### config.mk
export PLATFORM = sky130hd
export DESIGN_NAME = vga_timing_gen
export DESIGN_NICKNAME = d
export VERILOG_FILES = /design/src/rtl/vga_timing_gen.sv
export SDC_FILE = /design/constraint.sdc
export NUM_CORES = 1
export LEC_CHECK = 0
export CAP_MARGIN = 20
export CORE_MARGIN = 2
export CORE_UTILIZATION = 56
export CTS_CLUSTER_SIZE = 40
export DETAILED_ROUTE_END_ITERATION = 10
export PLACE_DENSITY_LB_ADDON = 0.12
export SYNTH_ARGS = -nofsm -noshare
export SYNTH_HDL_FRONTEND = slang
export SYNTH_SLANG_ARGS = --single-unit
### constraint.sdc
create_clock -name iClk -period 4.1 [get_ports iClk]
set_clock_uncertainty 0.2 [all_clocks]
set_input_delay 0.615 -clock iClk [delete_from_list [all_inputs] [get_ports iClk]]
set_output_delay 0.615 -clock iClk [all_outputs]
set_load 0.005 [all_outputs]
### src/rtl/vga_timing_gen.sv
// Parametrised VGA timing master: scan counters, polarity-selectable syncs, data enable
// and line/frame strobes, all advancing only on the pixel-rate enable.
module vga_timing_gen #(
   parameter int WIDTH  = 640,
   parameter int H_FP   = 16,
   parameter int H_PW   = 96,
   parameter int H_BP   = 48,
   parameter int HEIGHT = 480,
   parameter int V_FP   = 10,
   parameter int V_PW   = 2,
   parameter int V_BP   = 33,
   parameter int HS_POL = 0,
   parameter int VS_POL = 0,
   parameter int CNT_W  = 10
) (
   input  logic             iClk,
   input  logic             iRst_n,
   input  logic             iPixEn,
   input  logic             iRun,
   output logic [CNT_W-1:0] oCountH,
   output logic [CNT_W-1:0] oCountV,
   output logic             oHS,
   output logic             oVS,
   output logic             oDE,
   output logic             oLineStart,
   output logic             oFrameStart,
   output logic             oIdle
);

   localparam int HTOT = WIDTH + H_FP + H_PW + H_BP;
   localparam int VTOT = HEIGHT + V_FP + V_PW + V_BP;

   localparam logic [CNT_W-1:0] H_LAST   = CNT_W'(HTOT - 1);
   localparam logic [CNT_W-1:0] V_LAST   = CNT_W'(VTOT - 1);
   localparam logic [CNT_W-1:0] H_ACTIVE = CNT_W'(WIDTH);
   localparam logic [CNT_W-1:0] V_ACTIVE = CNT_W'(HEIGHT);
   localparam logic [CNT_W-1:0] HS_FIRST = CNT_W'(WIDTH + H_FP);
   localparam logic [CNT_W-1:0] HS_LAST  = CNT_W'(WIDTH + H_FP + H_PW - 1);
   localparam logic [CNT_W-1:0] VS_FIRST = CNT_W'(HEIGHT + V_FP);
   localparam logic [CNT_W-1:0] VS_LAST  = CNT_W'(HEIGHT + V_FP + V_PW - 1);
   localparam logic             HS_LVL   = (HS_POL != 0);
   localparam logic             VS_LVL   = (VS_POL != 0);

   // Illegal parameter sets are rejected at elaboration rather than silently wrapping.
   if ((64'd1 << CNT_W) < 64'(HTOT) || (64'd1 << CNT_W) < 64'(VTOT)) begin : gCntWidthCheck
      $error("vga_timing_gen: CNT_W too small for HTOT/VTOT");
   end
   if (H_PW < 1 || V_PW < 1) begin : gPulseWidthCheck
      $error("vga_timing_gen: sync pulse widths must be non-zero");
   end

   typedef enum logic [0:0] {
      IDLE = 1'b0,
      RUN  = 1'b1
   } stateT;

   stateT            state;
   stateT            nextState;
   logic [1:0]       rstSync;
   logic             ready;
   logic [CNT_W-1:0] nextH;
   logic [CNT_W-1:0] nextV;
   logic             lineStart;
   logic             frameStart;
   logic             hsActive;
   logic             vsActive;
   logic             deNext;

   // Reset asserts asynchronously but releases through two flops, so the counters
   // never start on a metastable edge.
   always_ff @(posedge iClk or negedge iRst_n) begin
      if (!iRst_n) begin
         rstSync <= 2'b00;
      end else begin
         rstSync <= {rstSync[0], 1'b1};
      end
   end

   assign ready = rstSync[1];

   // IDLE->RUN keeps (0,0) for the starting tick; a frame wrap with iRun low parks
   // silently instead of strobing.
   always_comb begin
      nextState  = state;
      nextH      = oCountH;
      nextV      = oCountV;
      lineStart  = 1'b0;
      frameStart = 1'b0;
      unique case (state)
         IDLE: begin
            if (ready && iPixEn && iRun) begin
               nextState  = RUN;
               lineStart  = 1'b1;
               frameStart = 1'b1;
            end
         end
         RUN: begin
            if (iPixEn) begin
               if (oCountH == H_LAST) begin
                  nextH = '0;
                  if (oCountV == V_LAST) begin
                     nextV = '0;
                     if (iRun) begin
                        lineStart  = 1'b1;
                        frameStart = 1'b1;
                     end else begin
                        nextState = IDLE;
                     end
                  end else begin
                     nextV     = oCountV + 1'b1;
                     lineStart = 1'b1;
                  end
               end else begin
                  nextH = oCountH + 1'b1;
               end
            end
         end
         default: nextState = IDLE;
      endcase
   end

   // Decoding from the next counts keeps syncs and DE aligned with the registered counters.
   always_comb begin
      hsActive = (nextH >= HS_FIRST) && (nextH <= HS_LAST);
      vsActive = (nextV >= VS_FIRST) && (nextV <= VS_LAST);
      deNext   = (nextH < H_ACTIVE) && (nextV < V_ACTIVE);
   end

   always_ff @(posedge iClk or negedge iRst_n) begin
      if (!iRst_n) begin
         state       <= IDLE;
         oCountH     <= '0;
         oCountV     <= '0;
         oHS         <= ~HS_LVL;
         oVS         <= ~VS_LVL;
         oDE         <= 1'b1;
         oLineStart  <= 1'b0;
         oFrameStart <= 1'b0;
         oIdle       <= 1'b1;
      end else begin
         state       <= nextState;
         oCountH     <= nextH;
         oCountV     <= nextV;
         oHS         <= hsActive ? HS_LVL : ~HS_LVL;
         oVS         <= vsActive ? VS_LVL : ~VS_LVL;
         oDE         <= deNext;
         oLineStart  <= lineStart;
         oFrameStart <= frameStart;
         oIdle       <= (nextState == IDLE);
      end
   end

endmodule

# Word-level counts from Yosys, hierarchy flattened

Cells that the tools add are included.

Div/mod/pow operators: 0
Equality and inequality tests: 2
Mux-type cells: 22
Bitwise operators: 2
Multipliers: 0
Shift operators: 0
$add $sub $neg: 2
Reductions and logical operators: 5
Magnitude comparators: 6

Operator list:

| cell                                                                                  | count |
|---|---|
| 10-bit two-way mux                                                                    | 7 |
| 10-bit by 1-bit adder with 10-bit output (second input constant)                      | 2 |
| 10-bit equality test (second input constant)                                          | 2 |
| 1-bit two-way mux                                                                     | 12 |
| 10-bit greater-or-equal comparator (second input constant)                            | 1 |
| 10-bit by 9-bit greater-or-equal comparator with 1-bit output (second input constant) | 1 |
| 10-bit less-or-equal comparator (second input constant)                               | 1 |
| 10-bit by 9-bit less-or-equal comparator with 1-bit output (second input constant)    | 1 |
| 10-bit less-than comparator (second input constant)                                   | 1 |
| 10-bit by 9-bit less-than comparator with 1-bit output (second input constant)        | 1 |
| 1-bit one-hot mux with 2 select lines                                                 | 3 |
| 1-bit logical AND                                                                     | 5 |
| 1-bit NOT                                                                             | 2 |

Memory bits (read-only): 0
Latch bits: 0
Bits in writable memories: 0
Bits of input ports: 4
Word-level logic and storage cells: 49
Register bits: 29
Output and inout port bits: 26
Memories: 0

# Logic depth before layout (Yosys ltp)

Gate-level depths: netlist of the first run.

Depth after elaboration: 8
Mapped depth: 9
Gate-level depth less buffers: 8

# Worst setup path after synthesis of the first run

No wires, ideal clock.

Path kind: input -> register
Start: in iPixEn
End: reg oDE
Library setup time: 0.075 ns
Arrival: 1.859 ns
Stages: 5
Data required time: 3.825 ns
Slack: 1.966 ns
Path buffers: 0
Cell sequence: nand2_1 > nor4_4 > o22ai_1 > a311o_1 > nor3b_2

Longest elaborated chain between the ends: 4
Elaborated cells between the ends (all ways): 7
Classes of those cells: order compare: 2; mux: 4; reduce/logical: 1

Ends and longest elaborated chain:

| item                                                                                                         | line | text |
|---|---|---|
| from (decl)                                                                                                  | 18   | `input logic iPixEn,` |
| 10-bit two-way mux                                                                                           | 98   | `if (iPixEn) begin` |
| 10-bit two-way mux                                                                                           | 89   | `unique case (state)` |
| 10-bit less-than comparator / 10-bit by 9-bit less-than comparator with 1-bit output (equally long branches) | 126  | `deNext = (nextH < H_ACTIVE) && (nextV < V_ACTIVE);` |
| 1-bit logical AND *                                                                                          | 126  |  |
| via deNext                                                                                                   | 67   | `logic deNext;` |
| to (signal assigned)                                                                                         | 146  | `oDE <= deNext;` |
| to (decl)                                                                                                    | 24   | `output logic oDE,` |

The timed path passes the listed nets; every way through them passes the cells marked *.

# Worst setup path after layout of the first run

Start: in iPixEn
End: reg oVS

Longest elaborated chain between the ends: 5
Elaborated cells between the ends (all ways): 6
Classes of those cells: order compare: 2; mux: 3; reduce/logical: 1

Ends and longest elaborated chain:

| item                                                                                                                                               | line | text |
|---|---|---|
| 10-bit two-way mux *                                                                                                                               | 98   |  |
| 10-bit two-way mux *                                                                                                                               | 89   |  |
| via nextV[6]                                                                                                                                       | 62   | `logic [CNT_W-1:0] nextV;` |
| 10-bit by 9-bit greater-or-equal comparator with 1-bit output / 10-bit by 9-bit less-or-equal comparator with 1-bit output (equally long branches) | 125  | `vsActive = (nextV >= VS_FIRST) && (nextV <= VS_LAST);` |
| 1-bit logical AND *                                                                                                                                | 125  |  |
| 1-bit two-way mux *                                                                                                                                | 145  | `oVS <= vsActive ? VS_LVL : ~VS_LVL;` |
| to (signal assigned)                                                                                                                               | 135  | `oVS <= ~VS_LVL;` |
| to (signal assigned)                                                                                                                               | 145  |  |
| to (decl)                                                                                                                                          | 23   | `output logic oVS,` |

Marked as above.

==> impl_metrics.tcl, run 1 <==
set metrics [dict create \
    max_slew_margin_pct 58.30 \
    clock-sinks 29 \
    irDropWorstVdd_mv 0.2499 \
    synth.avg_cell_area_um2 9.693 \
    worst_ep_arrival_time_ns 2.77 \
    ctsLongestPathBuffers 2 \
    finalWorstSetupSlack_ns 1.386 \
    regToRegStartpoint "oCountH[0]$_DFF_PN0_" \
    wl_per_cell_um 15.15 \
    ctsHoldBuffers 0 \
    globalRouteTotalUtil_pct 22.46 \
    postCtsSetupRepairBufs 0 \
    synth_seq_cells 29 \
    fmax_mhz 368.5 \
    cp-end-kind "register" \
    rsz0062_at_grt "no" \
    grt_max_degree 30 \
    fp.coreArea_um2 2805 \
    port_buffers 29 \
    maxCapViolCount 0 \
    cts_tree "built" \
    num_antenna_cells 0 \
    ys_types 51 \
    nNetsFinal 208 \
    drcViolationCount 0 \
    setup_viol 0 \
    first_pass_iters 4 \
    finalHoldViolCount 0 \
    h-tree-depth 2 \
    final.setup.tns_ns 0 \
    ys.warnings.count 0 \
    dieArea_um2 3467 \
    placed_area_um2 1967 \
    drt_wl_total_um 3515 \
    crit_fanout 16 \
    grt_pass1_wl_um 5768 \
    ys_seq_area_share_pct 43.32 \
    cp.required_ns 4.16 \
    gr-total-overflow 0 \
    power_density_nw_per_um2 342.4 \
    async_flop_share_pct 100.0 \
    synth_edf_count 0 \
    final_area_um2 2022 \
    syn_area_um2 1687 \
    pre_cts_slack_ns 1.042 \
    place.gp.congestion 0.8426 \
    die_w_um 58.88 \
    worstSetupPathType "input pin to register" \
    hold_start "rstSync[0]$_DFF_PN0_" \
    syn2layout_area_growth_pct 19.88 \
    fin_crit_ns 2.714 \
    drtIter0Drc 89 \
    antenna_found_initial 0 \
    clk_pin_slew_ns 0.08 \
    layout-drive-gt1-share_pct 10.95 \
    via_per_inst 6.004 \
    dpl.hpwl_um 2591 \
    syn_inst 174 \
    grt_pass1_vias 1278 \
    num_rows 19 \
    worstSkewPairLatency_ns 0.33 \
    leakagePower_nw 0.8838 \
    post_cts_resized 0 \
    max_slew.worst_pin.slew_ns 0.6255 \
    final_cell_mix "29 x clkdlybuf4s50_1, 25 x dfrtp_1, 22 x nand2_1" \
    ios 30 \
    hold_class "register to register" \
    outcome "completed" \
    vias 1393 \
    post-route-period-util_pct 66.19 \
    slew_violations 0 \
    syn-num-nets 181 \
    synth_ff_type "dfrtp_1" \
    die_h_um 58.88 \
    initial_core_util_pct 60.12 \
    cts_buffers 5 \
    cp-start-kind "input pin" \
    startpoint "iPixEn" \
    ant_nets 0 \
    mostFrequentLayoutCell "clkdlybuf4s50_1" \
    root_buffer "clkbuf_4" \
]
-- worst max-delay path, stage by stage --
cell and delay [ns]:
clkdlybuf4s50_1 0.49, and2_1 0.24, and4_1 0.63, nand3_2 0.18, xnor2_2 0.18, nand4b_1 0.14
a211o_1 0.28
-- logic make-up after synthesis --
group	Yosys count	share of synthesized area, %
other	1	0.2223
AO/OA/AOI/OAI	30	11.65
AND/OR/NAND/NOR	82	29.16
flip-flops	29	43.32
multiplexers	1	0.5935
adder cells (fa/ha/maj)	3	2.226
buffers and inverters	14	4.229
XOR/XNOR	14	8.606
-- cells in the mapped netlist (2+ instances only) --
cell | count | share of area [%]
dfrtp_1 | 25 | 37
nand2_1 | 22 | 4.9
nor2_1 | 17 | 3.8
xor2_1 | 9 | 4.7
nand3_1 | 8 | 2.4
buf_2 | 6 | 1.8
o21ai_0 | 6 | 1.8
a21oi_1 | 5 | 1.5
and3_1 | 5 | 1.9
dfstp_2 | 4 | 6.2
inv_1 | 4 | 0.89
nor3_1 | 4 | 1.2
and4_1 | 3 | 1.6
ha_1 | 3 | 2.2
nand4_1 | 3 | 1.1
o21ai_1 | 3 | 0.89
o22ai_1 | 3 | 1.1
xnor2_2 | 3 | 2.9
a22o_1 | 2 | 1.0
and2_1 | 2 | 0.74
clkbuf_1 | 2 | 0.45
nand3_2 | 2 | 1.2
nand4_4 | 2 | 2.5
nor2b_1 | 2 | 0.74
nor3b_1 | 2 | 0.89
xnor2_1 | 2 | 1.0
-- where the power goes --
part	switching [mW]	leakage [nW]	internal (mW)	total, mW
sequential	0.0484	0.367	0.312	0.361
clock	0.0954	0.0314	0.0808	0.176
combinational	0.0676	0.485	0.0877	0.155
total	0.211	0.884	0.481	0.692
-- metrics by stage --
step | utilization [%] | total power [mW] | instances | hold slack (ns)
final | 72.08 | 0.6924 | 232 | 0.1584
after CTS | 72.08 | 0.6969 | 232 | 0.1603
after global routing | 72.08 | 0.7354 | 232 | 0.1619
after global placement | 70.12 | 0.5136 | 225 | 0.1340
after detailed placement | 70.12 | 0.5207 | 225 | 0.1413
after floorplan | - | 0.4442 | 174 | 0.1194
-- per-layer routing --
metal  up-vias  share of wire [%]  GRT usage [%]
met5         -                  0              0
met4         0                1.7          8.766
met3         7                4.5          5.934
met2        40                 52          38.89
met1       675                 42          26.47
li1        671                  -              -
-- final cells by class --
type / instances / area (um^2)
multi-input combinational: 131 / 884.6
fill: 211 / 783.3
sequential: 29 / 730.7
timing repair buffer: 30 / 297.8
clock buffer: 7 / 55.05
tap: 31 / 38.79
inverter: 4 / 15.01
-- state kept, by name, summed over array words and instances, names as in the netlist --
| register | flops |
|---|---|
| oHS | 1 |
| oCountH | 10 |
| oFrameStart | 1 |
| oCountV | 10 |
| oIdle | 1 |
| oLineStart | 1 |
| rstSync | 2 |
| state | 1 |
| oDE | 1 |
| oVS | 1 |
-- worst paths after layout --
path,endpoint,slack [ns],depth (start not counted)
min in group asynchronous,oCountH[7]$_DFF_PN0_,0.46,2
max in group asynchronous,oIdle$_DFF_PN1_,2.92,2
max reg2reg,oVS$_DFF_PN1_,1.50,7
max,oVS$_DFF_PN1_,1.39,7
min,rstSync[1]$_DFF_PN0_,0.16,0
min reg2reg,rstSync[1]$_DFF_PN0_,0.16,0
Power figures use the tool's default switching activity.
==> run 2, diff against run 1 <==
--- a/config.mk
+++ b/config.mk
@@ -7,7 +7,7 @@
 export LEC_CHECK = 0
 export CAP_MARGIN = 20
 export CORE_MARGIN = 2
-export CORE_UTILIZATION = 56
+export CORE_UTILIZATION = 47
 export CTS_CLUSTER_SIZE = 40
 export DETAILED_ROUTE_END_ITERATION = 10
 export PLACE_DENSITY_LB_ADDON = 0.12
==> constraint.sdc (replaced) <==
create_clock -name iClk -period 2.2 [get_ports iClk]
set_clock_uncertainty 0.2 [all_clocks]
set_input_delay 0.33 -clock iClk [delete_from_list [all_inputs] [get_ports iClk]]
set_output_delay 0.33 -clock iClk [all_outputs]
set_load 0.005 [all_outputs]
==> run 2 against run 1 <==
  * Register-to-register slack worse by 1.4 ns
  * Via count up 10%
  * Sequential power up 73%
  * Critical path depth up 1
  * Flip-flop and latch count unchanged
  * Final cell count up 24%
  * Utilization down 1.4 points
==> impl_metrics.tcl, run 2 (synthesis gave the netlist of run 1 again) <==
set metrics [dict create \
    num_antenna_cells 0 \
    grt_pass1_wl_um 6693 \
    cp_slowest_stage_delay_ns 0.42 \
    cp-end-kind "register" \
    nNetsFinal 247 \
    place.gp.congestion 0.9067 \
    placed_area_um2 2276 \
    ant_nets 0 \
    final_util_pct 70.73 \
    crit_buf_inv 1 \
    wl_per_cell_um 13.80 \
    h-tree-depth 2 \
    cts_tree "built" \
    outcome "completed" \
    maxCapViolCount 0 \
    mostFrequentLayoutCell "buf_4" \
    globalRouteTotalUtil_pct 21.35 \
    slowest_stage "dfrtp_1" \
    clock-sinks 29 \
    cp.required_ns 2.27 \
    worstPathCellList "ha_4 > and3_4 > and4_4 > buf_12 > nand4_4 > xnor2_2 > nand4b_1 > a211o_1" \
    root_buffer "clkbuf_4" \
    crit_fanout 9 \
    ctsLongestPathBuffers 2 \
    met2_usage_pct 34.90 \
    irDropWorstVdd_mv 0.3415 \
    grt_use_met1_pct 26.51 \
    fin_crit_ns 2.130 \
    via_per_inst 5.359 \
    final_cell_mix "39 x buf_4, 29 x clkdlybuf4s50_1, 25 x dfrtp_1" \
    finalPower_mw 1.456 \
    worst_ep_arrival_time_ns 2.20 \
    power_density_nw_per_um2 607.5 \
    leakagePower_nw 1.102 \
    dpl.hpwl_um 2947 \
    drtIter0Drc 64 \
    post-route-period-util_pct 96.82 \
    worstSetupPathType "register to register" \
    die_h_um 63.91 \
    hold_class "input pin to asynchronous set/reset pin" \
    num_rows 21 \
    grt_pass1_vias 1465 \
    port_buffers 29 \
    dieArea_um2 4084 \
    clk_pin_slew_ns 0.10 \
    cts_buffers 5 \
    syn2layout_area_growth_pct 42.14 \
    gr-total-overflow 0 \
    initial_core_util_pct 49.76 \
    r2r_cells 8 \
    fp.coreArea_um2 3390 \
    finalWorstSetupSlack_ns 0.07004 \
    setup_viol 0 \
    finalHoldViolCount 0 \
    drcViolationCount 0 \
    ios 30 \
    layout-drive-gt1-share_pct 28.63 \
    antenna_found_initial 0 \
    final_area_um2 2397 \
    critical_path.top_delay_family "simple AND/OR/NAND/NOR gates" \
    worst-path-stages 8 \
    ctsHoldBuffers 0 \
    grt_max_degree 30 \
    fmax_mhz 469.5 \
    reg.largest.list "oCountH x10, oCountV x10, rstSync x2" \
    die_w_um 63.91 \
    worstSkewPairLatency_ns 0.33 \
    drt_wl_total_um 3962 \
    final.setup.tns_ns 0 \
    first_pass_iters 6 \
    top_usage_layer "met2" \
    pre_cts_slack_ns -0.2103 \
    slew_violations 0 \
    use_met3_pct 6.162 \
    vias 1538 \
    cp-start-kind "register" \
]
-- run 2: worst paths after layout --
path | startpoint | endpoint | slack (ns)
min reg2reg | rstSync[0]$_DFF_PN0_ | rstSync[1]$_DFF_PN0_ | 0.17
max | oCountH[0]$_DFF_PN0_ | oVS$_DFF_PN1_ | 0.07
min in group iClk | rstSync[0]$_DFF_PN0_ | rstSync[1]$_DFF_PN0_ | 0.17
min | iRst_n | oCountH[8]$_DFF_PN0_ | 0.17
max reg2reg | oCountH[0]$_DFF_PN0_ | oVS$_DFF_PN1_ | 0.07
max in group asynchronous | iRst_n | oHS$_DFF_PN1_ | 1.31
-- run 2: report_power, final --
part	switching [mW]	total [mW]	internal (mW)
Clock	0.199	0.384	0.185
Sequential	0.0406	0.623	0.583
Combinational	0.203	0.449	0.246
-- run 2: per-stage QoR --
step | std cells | hold WS, ns
5_1_grt | 287 | 0.1768
4_1_cts | 285 | 0.1675
3_5_place_dp | 277 | 0.1460
2_1_floorplan | 174 | -0.1656
6_report | 287 | 0.1663
3_3_place_gp | 277 | 0.1409
-- run 2: worst reg2reg max path, stage by stage, from the launching register on --
cell and delay (ns):
dfrtp_1 0.42, ha_4 0.16, and3_4 0.20, and4_4 0.24, buf_12 0.13, nand4_4 0.10
xnor2_2 0.16, nand4b_1 0.16, a211o_1 0.30
-- run 2: routing by layer --
layer  wire length [um]  share of wire [%]  up-vias
met1               1747                 44      731
met3                213                5.4        9
met4                 63                1.6        0
met2               1938                 49       49
met5                  0                  0        -
li1                   -                  -      749
-- run 2: final cells by class --
| class | count | area [um^2] |
|---|---|---|
| Clock buffer | 7 | 65.06 |
| Clock inverter | 1 | 5.005 |
| Fill cell | 271 | 992.2 |
| Inverter | 4 | 15.01 |
| Multi-Input combinational cell | 131 | 920.9 |
| Sequential cell | 29 | 730.7 |
| Tap cell | 46 | 57.56 |
| Timing Repair Buffer | 69 | 603.1 |
-- run 2: timing repair --
action                     in CTS  in global routing
buffers inserted                0                  2
setup endpoints to repair       0                  2
resized for setup               0                  9
